**src/rtl/ps2_ascii_stream.sv**
```systemverilog
// -----------------------------------------------------------------------------
// ps2_ascii_stream
//
// Turns the raw PS/2 Set-2 byte stream from the PS/2 receiver into a stream of
// case-correct ASCII characters. A small parser follows the 0xE0 (extended)
// and 0xF0 (break) prefixes. Modifier tracking covers left/right Shift and the
// Caps Lock latch. Translated make codes go into a ready/valid FIFO that feeds
// the display/text buffer.
//
// Parameters
//   FIFO_DEPTH : number of ASCII entries buffered (power of 2, >= 2)
//   COUNT_W    : width of the emitted-character counter
//
// Ports
//   clk         in   system clock
//   rst         in   synchronous active-high reset
//   code_valid  in   one-cycle strobe, code_in holds a received scan byte
//   code_in     in   Set-2 scan byte
//   ascii_ready in   consumer accepts the head entry
//   ascii_valid out  FIFO non-empty
//   ascii_out   out  FIFO head character (0x00 while empty)
//   shift_on    out  either Shift key currently held
//   caps_on     out  Caps Lock latch
//   overflow    out  sticky, a character was dropped because the FIFO was full
//   char_count  out  characters written into the FIFO, wraps modulo 2^COUNT_W
//
// Build option
//   PS2_REPEAT_FILTER_EN : when defined, the last non-modifier make code is
//   remembered. A typematic repeat of that code is dropped, so a held key
//   yields one character per press. When undefined, every make is translated.
//
// Output handshake: an entry transfers on any rising edge where ascii_valid
// and ascii_ready are both high. ascii_out holds its value while ascii_valid=1
// and ascii_ready=0. A character written on edge N is visible after edge N.
// There is no same-cycle bypass from code_in to ascii_out.
// -----------------------------------------------------------------------------
module ps2_ascii_stream #(
    parameter int FIFO_DEPTH = 8,
    parameter int COUNT_W    = 8
) (
    input  logic               clk,
    input  logic               rst,
    input  logic               code_valid,
    input  logic [7:0]         code_in,
    input  logic               ascii_ready,
    output logic               ascii_valid,
    output logic [7:0]         ascii_out,
    output logic               shift_on,
    output logic               caps_on,
    output logic               overflow,
    output logic [COUNT_W-1:0] char_count
);

    localparam int PTR_W = (FIFO_DEPTH > 1) ? $clog2(FIFO_DEPTH) : 1;
    localparam logic [PTR_W:0] DEPTH_L = FIFO_DEPTH[PTR_W:0];

    localparam logic [7:0] CODE_EXT    = 8'hE0;
    localparam logic [7:0] CODE_BRK    = 8'hF0;
    localparam logic [7:0] CODE_LSHIFT = 8'h12;
    localparam logic [7:0] CODE_RSHIFT = 8'h59;
    localparam logic [7:0] CODE_CAPS   = 8'h58;

    // -------------------------------------------------------------------------
    // Prefix parser
    // -------------------------------------------------------------------------
    typedef enum logic [1:0] {
        IDLE    = 2'd0,
        EXT     = 2'd1,
        BRK     = 2'd2,
        EXT_BRK = 2'd3
    } state_t;

    state_t state;
    state_t state_next;
    logic   make_evt;    // code_in is a plain (non-extended) make code
    logic   break_evt;   // code_in is a plain (non-extended) break code

    // State register
    always_ff @(posedge clk) begin
        if (rst) begin
            state <= IDLE;
        end else begin
            state <= state_next;
        end
    end

    // Next-state logic: the parser only moves on received bytes
    always_comb begin
        state_next = state;
        if (code_valid) begin
            case (state)
                IDLE: begin
                    if (code_in == CODE_EXT) begin
                        state_next = EXT;
                    end else if (code_in == CODE_BRK) begin
                        state_next = BRK;
                    end
                end
                EXT: begin
                    state_next = (code_in == CODE_BRK) ? EXT_BRK : IDLE;
                end
                BRK:     state_next = IDLE;
                EXT_BRK: state_next = IDLE;
                default: state_next = IDLE;
            endcase
        end
    end

    // Output decode: extended makes/breaks are swallowed here
    always_comb begin
        make_evt  = 1'b0;
        break_evt = 1'b0;
        if (code_valid) begin
            case (state)
                IDLE:    make_evt  = (code_in != CODE_EXT) && (code_in != CODE_BRK);
                BRK:     break_evt = 1'b1;
                default: ;
            endcase
        end
    end

    // -------------------------------------------------------------------------
    // Modifier tracking
    // -------------------------------------------------------------------------
    logic lshift_held;
    logic rshift_held;
    logic caps_held;

    assign shift_on = lshift_held | rshift_held;

    always_ff @(posedge clk) begin
        if (rst) begin
            lshift_held <= 1'b0;
            rshift_held <= 1'b0;
            caps_held   <= 1'b0;
            caps_on     <= 1'b0;
        end else if (make_evt) begin
            case (code_in)
                CODE_LSHIFT: lshift_held <= 1'b1;
                CODE_RSHIFT: rshift_held <= 1'b1;
                CODE_CAPS: begin
                    // Only the first make of a press toggles, typematic
                    // repeats arrive while caps_held is already set.
                    if (!caps_held) begin
                        caps_on <= ~caps_on;
                    end
                    caps_held <= 1'b1;
                end
                default: ;
            endcase
        end else if (break_evt) begin
            case (code_in)
                CODE_LSHIFT: lshift_held <= 1'b0;
                CODE_RSHIFT: rshift_held <= 1'b0;
                CODE_CAPS:   caps_held   <= 1'b0;
                default: ;
            endcase
        end
    end

    // -------------------------------------------------------------------------
    // Typematic repeat filter
    // -------------------------------------------------------------------------
    logic repeat_drop;

`ifdef PS2_REPEAT_FILTER_EN
    logic       held_valid;
    logic [7:0] held_code;
    logic       is_modifier;

    assign is_modifier = (code_in == CODE_LSHIFT) || (code_in == CODE_RSHIFT) ||
                         (code_in == CODE_CAPS);
    assign repeat_drop = held_valid && (code_in == held_code);

    always_ff @(posedge clk) begin
        if (rst) begin
            held_valid <= 1'b0;
            held_code  <= 8'h00;
        end else if (make_evt && !is_modifier) begin
            held_valid <= 1'b1;
            held_code  <= code_in;
        end else if (break_evt && held_valid && (code_in == held_code)) begin
            held_valid <= 1'b0;
        end
    end
`else
    assign repeat_drop = 1'b0;
`endif

    // -------------------------------------------------------------------------
    // Make-code translation (uses modifier state from before this byte)
    // -------------------------------------------------------------------------
    logic       letter_hit;
    logic [4:0] letter_idx;
    logic       digit_hit;
    logic       keypad_hit;
    logic [3:0] digit_idx;
    logic       misc_hit;
    logic [7:0] misc_char;
    logic [7:0] shifted_sym;
    logic       xlat_hit;
    logic [7:0] xlat_char;

    always_comb begin
        letter_hit = 1'b0;
        letter_idx = 5'd0;
        digit_hit  = 1'b0;
        keypad_hit = 1'b0;
        digit_idx  = 4'd0;
        misc_hit   = 1'b0;
        misc_char  = 8'h00;
        case (code_in)
            // Letters A..Z
            8'h1C: begin letter_hit = 1'b1; letter_idx = 5'd0;  end
            8'h32: begin letter_hit = 1'b1; letter_idx = 5'd1;  end
            8'h21: begin letter_hit = 1'b1; letter_idx = 5'd2;  end
            8'h23: begin letter_hit = 1'b1; letter_idx = 5'd3;  end
            8'h24: begin letter_hit = 1'b1; letter_idx = 5'd4;  end
            8'h2B: begin letter_hit = 1'b1; letter_idx = 5'd5;  end
            8'h34: begin letter_hit = 1'b1; letter_idx = 5'd6;  end
            8'h33: begin letter_hit = 1'b1; letter_idx = 5'd7;  end
            8'h43: begin letter_hit = 1'b1; letter_idx = 5'd8;  end
            8'h3B: begin letter_hit = 1'b1; letter_idx = 5'd9;  end
            8'h42: begin letter_hit = 1'b1; letter_idx = 5'd10; end
            8'h4B: begin letter_hit = 1'b1; letter_idx = 5'd11; end
            8'h3A: begin letter_hit = 1'b1; letter_idx = 5'd12; end
            8'h31: begin letter_hit = 1'b1; letter_idx = 5'd13; end
            8'h44: begin letter_hit = 1'b1; letter_idx = 5'd14; end
            8'h4D: begin letter_hit = 1'b1; letter_idx = 5'd15; end
            8'h15: begin letter_hit = 1'b1; letter_idx = 5'd16; end
            8'h2D: begin letter_hit = 1'b1; letter_idx = 5'd17; end
            8'h1B: begin letter_hit = 1'b1; letter_idx = 5'd18; end
            8'h2C: begin letter_hit = 1'b1; letter_idx = 5'd19; end
            8'h3C: begin letter_hit = 1'b1; letter_idx = 5'd20; end
            8'h2A: begin letter_hit = 1'b1; letter_idx = 5'd21; end
            8'h1D: begin letter_hit = 1'b1; letter_idx = 5'd22; end
            8'h22: begin letter_hit = 1'b1; letter_idx = 5'd23; end
            8'h35: begin letter_hit = 1'b1; letter_idx = 5'd24; end
            8'h1A: begin letter_hit = 1'b1; letter_idx = 5'd25; end
            // Top-row digits 0..9
            8'h45: begin digit_hit = 1'b1; digit_idx = 4'd0; end
            8'h16: begin digit_hit = 1'b1; digit_idx = 4'd1; end
            8'h1E: begin digit_hit = 1'b1; digit_idx = 4'd2; end
            8'h26: begin digit_hit = 1'b1; digit_idx = 4'd3; end
            8'h25: begin digit_hit = 1'b1; digit_idx = 4'd4; end
            8'h2E: begin digit_hit = 1'b1; digit_idx = 4'd5; end
            8'h36: begin digit_hit = 1'b1; digit_idx = 4'd6; end
            8'h3D: begin digit_hit = 1'b1; digit_idx = 4'd7; end
            8'h3E: begin digit_hit = 1'b1; digit_idx = 4'd8; end
            8'h46: begin digit_hit = 1'b1; digit_idx = 4'd9; end
            // Keypad digits 0..9
            8'h70: begin keypad_hit = 1'b1; digit_idx = 4'd0; end
            8'h69: begin keypad_hit = 1'b1; digit_idx = 4'd1; end
            8'h72: begin keypad_hit = 1'b1; digit_idx = 4'd2; end
            8'h7A: begin keypad_hit = 1'b1; digit_idx = 4'd3; end
            8'h6B: begin keypad_hit = 1'b1; digit_idx = 4'd4; end
            8'h73: begin keypad_hit = 1'b1; digit_idx = 4'd5; end
            8'h74: begin keypad_hit = 1'b1; digit_idx = 4'd6; end
            8'h6C: begin keypad_hit = 1'b1; digit_idx = 4'd7; end
            8'h75: begin keypad_hit = 1'b1; digit_idx = 4'd8; end
            8'h7D: begin keypad_hit = 1'b1; digit_idx = 4'd9; end
            // Space, enter, backspace
            8'h29: begin misc_hit = 1'b1; misc_char = 8'h20; end
            8'h5A: begin misc_hit = 1'b1; misc_char = 8'h0D; end
            8'h66: begin misc_hit = 1'b1; misc_char = 8'h08; end
            default: ;
        endcase
    end

    // Shifted top-row symbols, indexed by digit value
    always_comb begin
        case (digit_idx)
            4'd0:    shifted_sym = 8'h29; // )
            4'd1:    shifted_sym = 8'h21; // !
            4'd2:    shifted_sym = 8'h40; // @
            4'd3:    shifted_sym = 8'h23; // #
            4'd4:    shifted_sym = 8'h24; // $
            4'd5:    shifted_sym = 8'h25; // %
            4'd6:    shifted_sym = 8'h5E; // ^
            4'd7:    shifted_sym = 8'h26; // &
            4'd8:    shifted_sym = 8'h2A; // *
            4'd9:    shifted_sym = 8'h28; // (
            default: shifted_sym = 8'h00;
        endcase
    end

    always_comb begin
        xlat_hit  = letter_hit | digit_hit | keypad_hit | misc_hit;
        xlat_char = misc_char;
        if (letter_hit) begin
            xlat_char = ((shift_on ^ caps_on) ? 8'h41 : 8'h61) + {3'b000, letter_idx};
        end else if (digit_hit) begin
            xlat_char = shift_on ? shifted_sym : (8'h30 + {4'b0000, digit_idx});
        end else if (keypad_hit) begin
            xlat_char = 8'h30 + {4'b0000, digit_idx};
        end
    end

    // -------------------------------------------------------------------------
    // Output FIFO
    // -------------------------------------------------------------------------
    logic [7:0]     mem [FIFO_DEPTH];
    logic [PTR_W-1:0] wr_ptr;
    logic [PTR_W-1:0] rd_ptr;
    logic [PTR_W:0]   fill;
    logic             full;
    logic             wr_req;
    logic             do_write;
    logic             do_read;

    assign full        = (fill == DEPTH_L);
    assign ascii_valid = (fill != '0);
    // Gate the head so an empty FIFO shows 0x00 rather than stale data
    assign ascii_out   = ascii_valid ? mem[rd_ptr] : 8'h00;

    assign wr_req   = make_evt && xlat_hit && !repeat_drop;
    assign do_read  = ascii_valid && ascii_ready;
    // A full FIFO still takes the write when the head leaves on the same edge
    assign do_write = wr_req && (!full || do_read);

    always_ff @(posedge clk) begin
        if (do_write) begin
            mem[wr_ptr] <= xlat_char;
        end
    end

    always_ff @(posedge clk) begin
        if (rst) begin
            wr_ptr     <= '0;
            rd_ptr     <= '0;
            fill       <= '0;
            overflow   <= 1'b0;
            char_count <= '0;
        end else begin
            if (do_write) begin
                wr_ptr     <= wr_ptr + PTR_W'(1);
                char_count <= char_count + COUNT_W'(1);
            end
            if (do_read) begin
                rd_ptr <= rd_ptr + PTR_W'(1);
            end
            case ({do_write, do_read})
                2'b10:   fill <= fill + (PTR_W + 1)'(1);
                2'b01:   fill <= fill - (PTR_W + 1)'(1);
                default: ;
            endcase
            if (wr_req && !do_write) begin
                overflow <= 1'b1;
            end
        end
    end

endmodule

```
**config.mk**
```make
export PLATFORM = sky130hd
export DESIGN_NAME = ps2_ascii_stream
export DESIGN_NICKNAME = d
export VERILOG_FILES = /design/src/rtl/ps2_ascii_stream.sv
export SDC_FILE = /design/constraint.sdc
export NUM_CORES = 1
export LEC_CHECK = 0
export CORE_AREA = 3 3 111 113
export CTS_CLUSTER_SIZE = 20
export DETAILED_ROUTE_END_ITERATION = 10
export DIE_AREA = 0 0 114 116
export SYNTH_ARGS = -nofsm -noshare
export SYNTH_HDL_FRONTEND = slang
export SYNTH_SLANG_ARGS = --single-unit
```
**constraint.sdc**
```tcl
create_clock -name clk -period 5.8 [get_ports clk]
set_input_delay 0.58 -clock clk [delete_from_list [all_inputs] [get_ports clk]]
set_output_delay 0.58 -clock clk [all_outputs]
set_load 0.03 [all_outputs]
```
==> summary.md <==
| Metric | Value |
|---|---|
| Register area share after synthesis | approximately half |
| Initial Util | 44.49% |
| Tmin final | 4.860 ns |
| Clock tree buffer depth | 2 |
| Synth Flop Type | edfxtp_1 |
| Fillers | between 1000 and 1500 |
| Peak supply drop | around 0.25 mV |
| GRT Overall Usage | between 10% and 20% |
| Die Span X | roughly 110 µm |
| Clk Latency, worst-skew pair | about 0.34 ns |
| Worst Path Required | around 6 ns |
| Detailed Route Iter0 Violations | 325 |
| Crit. End Element | register |
| YS warnings | 0 |
| Final setup fails | 0 |
| CTS root buffer | clkbuf_16 |
| F_max | slightly above 0.2 GHz |
| Main area contributors after synthesis | edfxtp_1, dfxtp_1, mux4_2 |
| PD cells | 322.2 nW/µm² |
| Worst Hold Depth | 2 |
| Multi-input gate area | 2412 µm² |
| CTS tree | yes |
| Pre-antenna DRT Iters | 4 |
| Type of the worst setup path | in2reg |
| Max stage delay on crit path | 0.87 ns |
| Dpl cell area | between 5000 and 6000 µm² |
| Synth async-reset ratio | 0% |
| Mapped Avg Cell Area | approximately 11 µm² |
| Routed WL | between 10 and 15 mm |
| Number of synthesized flops with an enable pin | 64 |
| Unique masters post-synth | between 60 and 70 |
| Flop pwr share | between 40% and 50% |
| CP Max Fanout | 26 |
| Final hold vios | 0 |
| IO Pins | 32 |
| Startpoint Class | input port |
| NetSw | approximately 600 µW |
| Most frequent cells in the layout | edfxtp_1, nor2_1, nand2_1 |
| Combinational power share | between 30% and 40% |
| Max-cap violations | 0 |
| Die outline area | 13220 µm² |
| Placer Congestion | roughly 0.9 |
| Largest net degree at the start of global routing | 28 |
| Commonest non-fill, non-tap cell in the layout | edfxtp_1 |
| Syn-to-layout area delta | 15.39% |
| N_diodes | 0 |
| Status | complete, no violations |
| DRC | 0 |
| Int Power | ~1300 µW |
| Worst Skew | 0.009468 ns |
| Hold Path Class | reg2reg |
| Worst-Margin Slew | 1.079 ns |
| I/O Buffers | 31 |
| DPL Wire Length | roughly 8.1 mm |
| CP dominant cell by count | o21ai_0 |
| Switching Share | 32.65% |
| Clock power share | 29.1% |
| Lkg Pwr | 0.001964 µW |
| CTS clock-pin slew for the worst setup and hold paths | ~0.070 ns |
| Via count | between 3000 and 4000 |
| Final net count | around 520 |
| WP data arrival | approximately 5.1 ns |
| Final period util | 83.80% |
| Vias per inst | between 5 and 6 |
| Final count of pins violating max slew | 0 |
| CP Cell Sequence | clkdlybuf4s50_1, and4b_1, o211ai_1, o311ai_1, a2111oi_1, and4_4, o21ai_0, inv_1, ha_1, a21o_1, a21oi_1, nor4bb_1, o21ai_0, a31oi_1 |
| Core Area | 11420 µm² |
| H-tree depth | 3 |
| CP max stage cell | clkdlybuf4s50_1 |
| Synthesized netlist cell count | between 400 and 500 |
| Relative slew slack | between 20% and 30% |
| CTS Buf Count | 9 |
| Die Y | between 100 and 150 µm |
| Sequential Area | about 2500 µm² |
| First-pass GRT wire length | between 15 and 20 mm |
| Layout cell share with drive strength beyond 1 | about an eighth |
| Vias in the first global route | roughly 3600 |
| Std-Cell Rows | 39 |
| Area leader, netlist | edfxtp_1 |
| Post-CTS Hold Fix Bufs | 0 |
| Antenna violations before repair | 0 |
| Total Power | between 1500 and 2000 µW |
| Hold Slack | about 0.48 ns |
| Setup TNS | 0 ns |
| Drt wl/cell | roughly 18 µm |
| Post-synth top area share | between 30 and 40% |
| RSZ-0062 raised after global routing | no |
| Post-CTS Setup Bufs | 0 |
| Finished Cell Area | ~5900 µm² |
| #FFs+latches synth | 92 |
| CTS resizes | 0 |
| R2R depth | 10 |
| Post-layout util | about half |
| Gr ovfl total | 0 |
| Netlist Area Pre-Place | 5080 µm² |
| Num Clock Sinks | 92 |
| Final ANT Viol Nets | 0 |
-- worst paths after layout --
kind | end | startpoint | slack (ns)
setup / recovery | fill[3] | code_in[4] | 0.94
hold / removal | lshift_held | lshift_held | 0.48
setup reg to reg | fill[3] | fill[0] | 2.36
hold reg to reg | lshift_held | lshift_held | 0.48
-- flip-flops by register name (all words and copies together) (netlist names), named ones only --
name         cells
state            2
rshift_held      1
caps_held        1
overflow         1
lshift_held      1
fill             4
mem             64
rd_ptr           3
char_count       8
wr_ptr           3
caps_on          1
-- per-stage QoR --
step	instances	setup slack, ns
after floorplan	477	1.780
after global placement	635	0.9159
after detailed placement	635	0.6704
after CTS	651	1.009
after global routing	651	0.5223
final	651	0.9399
-- routing by layer --
| layer | vias up | part of all wire, % | global-route usage [%] |
|---|---|---|---|
| met5 | - | 0 | 0 |
| met4 | 0 | 2.1 | 7.601 |
| met3 | 22 | 4.8 | 3.499 |
| met2 | 108 | 47 | 28.73 |
| met1 | 1838 | 46 | 25.23 |
| li1 | 1842 | - | - |
-- cells by family after synthesis --
family | after synthesis | synth area share [%]
compound gates | 95 | 12.19
xor+xnor | 12 | 2.069
fa+ha+maj | 8 | 2.069
buf+inv | 49 | 4.532
flops | 92 | 48.87
mux | 30 | 9.902
other cells | 1 | 0.07382
simple gates | 183 | 20.30
-- power groups by stage --
stage	clock [µW]	combinational, µW	sequential (µW)
after floorplan	0	408	762
after global placement	0	575	776
after detailed placement	0	577	777
after CTS	563	582	763
after global routing	594	638	767
final	549	577	762
-- area by class of cell --
type,instances,area share (%)
clock inverters,7,0.9819
multi-input cells,336,41.15
repair buffers,50,7.727
well taps,143,3.052
flip-flops and latches,92,42.35
inverters,14,0.8965
clock buffers,9,3.842
-- cell usage after synthesis (7+ instances only) --
master    instances
a21oi_1          27
or3_1             8
mux4_2           16
dfxtp_1          28
xor2_1            7
nor2b_1           9
nand3_1          13
edfxtp_1         64
nor3_1           15
inv_1            14
mux2i_1          12
nand2_1          32
buf_2            10
clkbuf_1         13
o21ai_0          26
nor2_1           44
nand4_1           8
-- critical path: cells and delay by family --
family / cells / cell delay (ns)
fa+ha+maj: 1 / 0.28
buf+inv: 2 / 1.10
simple gates: 3 / 1.16
compound gates: 8 / 1.97
Note: power is estimated with default switching activity, not from simulation.
==> patch 1: new RTL, config.mk and constraints unchanged <==
The option `PS2_REPEAT_FILTER_EN` is turned on by a define.
--- a/src/rtl/ps2_ascii_stream.sv
+++ b/src/rtl/ps2_ascii_stream.sv
@@ -34,6 +34,8 @@
 // and ascii_ready=0. A character written on edge N is visible after edge N.
 // There is no same-cycle bypass from code_in to ascii_out.
 // -----------------------------------------------------------------------------
+`define PS2_REPEAT_FILTER_EN
+
 module ps2_ascii_stream #(
     parameter int FIFO_DEPTH = 8,
     parameter int COUNT_W    = 8
Formal check against the unedited RTL: not equivalent (a bounded check fails within 4 cycles, from zero or initial values and one cycle with rst high).
==> patch 1 against the unedited design <==
Critical path depth rose by 1; wire length rose by 8.7%; design area rose by 6.9%; synthesized area rose by 7.8%; cell count rose by 5.7%; sequential cell count rose by 9; setup slack improved by 0.21 ns; register-to-register slack improved by 0.47 ns; highest routed layer unchanged; power rose by 6.0%.
==> patch 1: results (changes against the unedited design) <==
initialDrtViolationCount: 233  # -28%
synth_cell_type_count: 75  # +14%
use_met1_pct: 25.3  # +0.043 points
muxShareOfSynthArea_pct: 10.9  # +1.0 points
worst_hold_path.endpoint: "lshift_held"
cts_root_buffer: "clkbuf_16"
synth_ff_type: "edfxtp_1"
ant_nets: 0  # unchanged
grt_pass1_vias: 3944  # +9.9%
cp_slowest_cell: "clkdlybuf4s50_1"
synthXorXnorAreaFrac_pct: 3.52  # +1.5 points
antennaDiodeCount: 0  # unchanged
wl_per_cell_um: 18.3  # +2.8%
gr-usage-met2_pct: 34.3  # +5.6 points
min_delay_path_depth: 2  # unchanged
grtUsageTotal_pct: 20.0  # +1.6 points
r2r-end: "fill[3]"
crit_fanout: 25  # -3.8%
min-delay-start: "lshift_held"
synth.yosys.seq_area_share_pct: 48.6  # -0.24 points
peakVddDrop_uv: 300  # +18%
via_per_inst: 5.85  # about the same
worstRegToRegCells: 12  # +2
fin_nets: 559  # +7.1%
post_cts_resized: 0  # unchanged
top_regs: "mem x64, char_count x8, held_code x8"
routabilityCongestion: 0.956  # +5.0%
synthArstFlopShare_pct: 0  # unchanged
synth_fa_ha_area_share_pct: 1.74  # -0.33 points
pre_cts_slack_ns: 0.841  # +0.171 ns
ys_warn_count: 0  # unchanged
synth-compound-area-share_pct: 11.5  # -0.70 points
synth_top_cells_by_count: "64 x edfxtp_1, 57 x nor2_1, 39 x nand2_1, 37 x dfxtp_1, 27 x a21oi_1"
cp_data_arrival_time_ns: 4.87  # -0.24 ns
skew_ns: 0.00734  # -0.00213 ns
grt_antenna_before_repair: 0  # unchanged
timing.final.ws_setup_ns: 1.15  # +0.208 ns
numCtsBuffers: 9  # unchanged
drive_above_1_share_pct: 13.2  # +0.42 points
drtPass1Iterations: 5  # +1
synth.area.top_cells: "edfxtp_1 35%, dfxtp_1 14%, mux4_2 6.6%"
dp.final_hpwl_um: 8980  # +11%
globalRouteMet3Util_pct: 3.45  # -0.052 points
status: "finished, final reports clean"
leakagePower_uw: 0.00215  # +9.6%
p_switching_uw: 642  # +4.1%
nFillCells: 1058  # +0.19%
grt_pass1_wl_um: 20500  # +7.7%
whs_ns: 0.472  # -0.00839 ns
reg2reg_slack_ns: 2.83  # +0.47 ns
r2r-start: "state[0]"
worst_skew_pair.late_latency_ns: 0.35
worst_slew_pin_slew_ns: 0.929  # -0.150 ns
holdBufCountCts: 0  # unchanged
grt_max_degree: 41  # +46%
[patch 1: cell types whose count changed after synthesis, moves of 5 or more]
cell	delta
xnor2_1	+12
nand2_1	+7
nor3_1	-6
o21ai_0	-5
buf_2	+6
dfxtp_1	+9
mux2i_1	+6
clkbuf_1	-5
nor2_1	+13
nand3b_1	+5
[patch 1: metal layers]
metal	wire (um)	up-vias	part of all wire, %
li1	-	1958	-
met4	322	0	2.6
met5	0	-	0
met3	344	28	2.7
met2	6270	92	50
met1	5670	1949	45
[patch 1: area by class of cell]
type                       instances  area, um^2  share of cell area [%]
inverter                          11        41.3                   0.659
multi-input combinational        367        2650                    42.3
timing repair buffer              50         453                    7.23
clock inverter                     7        57.6                   0.918
clock buffer                       9         225                    3.59
sequential                       101        2660                    42.5
tap                              143         179                    2.85
[patch 1: power by group through the flow]
stage               Clock [uW]  Combinational [uW]  Sequential [uW]
floorplan                    0                 424              829
global placement             0                 608              840
detailed placement           0                 617              842
CTS                        582                 621              826
global route               609                 671              831
finish                     566                 611              825
[patch 1: critical path, delay by kind of cell]
family | cells | cell delay [ns]
AO/OA/AOI/OAI | 6 | 1.48
adder cells (fa/ha/maj) | 1 | 0.27
buffers and inverters | 2 | 0.94
multiplexers | 1 | 0.14
AND/OR/NAND/NOR | 5 | 1.44
[patch 1: logic make-up after synthesis]
group | Yosys count
DFF | 101
muxes | 39
xor gates and xnor gates | 22
buffers and inverters | 44
and+or+nand+nor | 195
other | 1
AOI/OAI and AO/OA | 96
adders and majority gates | 7
[patch 1: stage by stage]
step	area [um^2]	total power [uW]	instances
after detailed placement	5990	1460	672
after floorplan	5500	1250	512
after CTS	6270	2030	688
after global routing	6270	2110	688
final	6270	2000	688
after global placement	5990	1450	672
[patch 1: how the worst max path moves through the flow]
stage | startpoint | to
global route | code_in[1] | fill[3]
detailed placement | code_in[1] | fill[3]
floorplan | code_in[7] | mem[6][0]
global placement | code_in[1] | fill[3]
finish | code_in[1] | fill[3]
CTS | code_in[1] | fill[3]
==> patch 2: new RTL, same settings <==
Made on the original files. Put one more register stage on the output `char_count`, cleared by the reset. The value now appears one clock later. The other outputs are not delayed to match.
--- a/src/rtl/ps2_ascii_stream.sv
+++ b/src/rtl/ps2_ascii_stream.sv
@@ -69,6 +69,8 @@
         BRK     = 2'd2,
         EXT_BRK = 2'd3
     } state_t;
+
+    logic [COUNT_W-1:0] char_count_s0;
 
     state_t state;
     state_t state_next;
@@ -330,11 +332,11 @@
             rd_ptr     <= '0;
             fill       <= '0;
             overflow   <= 1'b0;
-            char_count <= '0;
+            char_count_s0 <= '0;
         end else begin
             if (do_write) begin
                 wr_ptr     <= wr_ptr + PTR_W'(1);
-                char_count <= char_count + COUNT_W'(1);
+                char_count_s0 <= char_count_s0 + COUNT_W'(1);
             end
             if (do_read) begin
                 rd_ptr <= rd_ptr + PTR_W'(1);
@@ -350,5 +352,13 @@
         end
     end
 
+    always_ff @(posedge clk) begin
+        if (rst) begin
+            char_count <= '0;
+        end else begin
+            char_count <= char_count_s0;
+        end
+    end
+
 endmodule
 
Behaviour: not the same (Yosys sat finds a counterexample within 4 cycles, from zero or initial values and one cycle with rst high).
==> patch 2 against the unedited design <==
Count of clock-buffer cells in the layout stayed put; wire length is 4.0% higher; sequential share of layout area rose by 1.1 points; critical path depth stayed put; sequential cell count grew 8; setup slack improved by 0.45 ns; design area rose by 3.9%; non-clock buffer count decreased by 3; utilization up 2.0 points; power grew 4.4%; via count is 0.55% lower; sequential power rose by 11%; synthesized area rose by 4.7%.
==> patch 2: results (changes against the unedited design) <==
multi_input_gates: 332  # -1.2%
crit_fanout: 23  # -12%
wl_per_cell_um: 18.5  # +3.8%
synth_fa_ha_area_share_pct: 1.98  # -0.092 points
dp.cells: 637  # +0.31%
grt_antenna_before_repair: 0  # unchanged
grt_max_degree: 35  # +25%
wl_met3_um: 450  # -19%
synth.yosys.seq_area_share_pct: 49.7  # +0.84 points
peakVddDrop_uv: 403  # +59%
drive_above_1_share_pct: 13.8  # +0.96 points
p_switching_uw: 633  # +2.6%
gr-usage-met2_pct: 31.4  # +2.7 points
placed_area_um2: 5800  # +4.0%
multi_input_area_um2: 2490  # +3.3%
grt_pass1_vias: 3708  # +3.3%
areaGrowthSynthToFinish_pct: 14.5
synth_edf_count: 64  # unchanged
synth_top_cells_by_count: "64 x edfxtp_1, 38 x nor2_1, 36 x dfxtp_1, 36 x nand2_1, 18 x a21oi_1"
grt_pass1_wl_um: 19600  # +3.5%
final_cells: 652  # +0.15%
pg_seq_uw: 844  # +11%
fin_nets: 524  # +0.38%
synth_cell_type_count: 75  # +14%
syn_avg_cell_area_um2: 11.3  # +4.4%
topRoutingLayerUsed: "met4"
grtUsageTotal_pct: 19.0  # +0.59 points
status: "finished, final reports clean"
seq_area_share_pct: 43.4  # +1.1 points
clkCellAreaFrac_pct: 4.73  # -0.097 points
inv_count: 15  # +1
dp.final_hpwl_um: 8620  # +6.8%
n_all_buffers: 47  # -6.0%
muxShareOfSynthArea_pct: 10.3  # +0.41 points
min_path_type: "flop to flop"
synth.area.top_cells: "edfxtp_1 36%, dfxtp_1 14%, mux4_2 6.8%"
via_per_inst: 5.81  # -0.70%
globalRouteMet3Util_pct: 3.19  # -0.31 points
use_met1_pct: 25.6  # +0.38 points
nFillCells: 1011  # -4.3%
synth-compound-area-share_pct: 11.6  # -0.64 points
met2_wirelength_um: 5700  # +5.3%
synthXorXnorAreaFrac_pct: 2.31  # +0.24 points
multi_input_area_share_pct: 40.9  # -0.22 points
wirelength_met1_um: 5640  # +4.9%
p_int_uw: 1340  # +5.3%
comb_power_share_pct: 28.6  # -2.0 points
buffer_area_share_pct: 7.07  # -0.66 points
top_regs: "mem x64, char_count x8, char_count_s0 x8"
worst_slew_pin_slew_ns: 1.09  # +0.0109 ns
leakagePower_uw: 0.00208  # +6.1%
routabilityCongestion: 0.992  # +9.0%
skew_ns: 0.0114  # +0.00190 ns
design.seq.count: 100  # +8.7%
initialDrtViolationCount: 306  # -5.8%
pre_cts_slack_ns: 1.09  # +0.418 ns
[patch 2: worst paths after layout]
kind,startpoint,to,slack (ns),depth (start not counted)
max,code_in[4],fill[3],1.39,14
min,lshift_held,lshift_held,0.48,2
max reg2reg,fill[0],fill[3],2.66,10
min reg2reg,lshift_held,lshift_held,0.48,2
[patch 2: critical path: stages]
cell and delay (ns):
clkdlybuf4s50_1 0.87, nand2b_1 0.44, or4_1 0.55, o211a_1 0.19
and4_1 0.21, a31oi_4 0.28, nand2b_1 0.20, inv_1 0.08
ha_1 0.27, a21o_1 0.17, a21o_1 0.18, or3_1 0.33
a21o_1 0.16, a21oi_1 0.14
[patch 2: cells by family after synthesis]
| group | count (synthesis) |
|---|---|
| other | 1 |
| XOR/XNOR | 14 |
| flip-flops | 100 |
| buffers and inverters | 46 |
| AO/OA/AOI/OAI | 84 |
| adder cells (fa/ha/maj) | 8 |
| multiplexers | 34 |
| AND/OR/NAND/NOR | 184 |
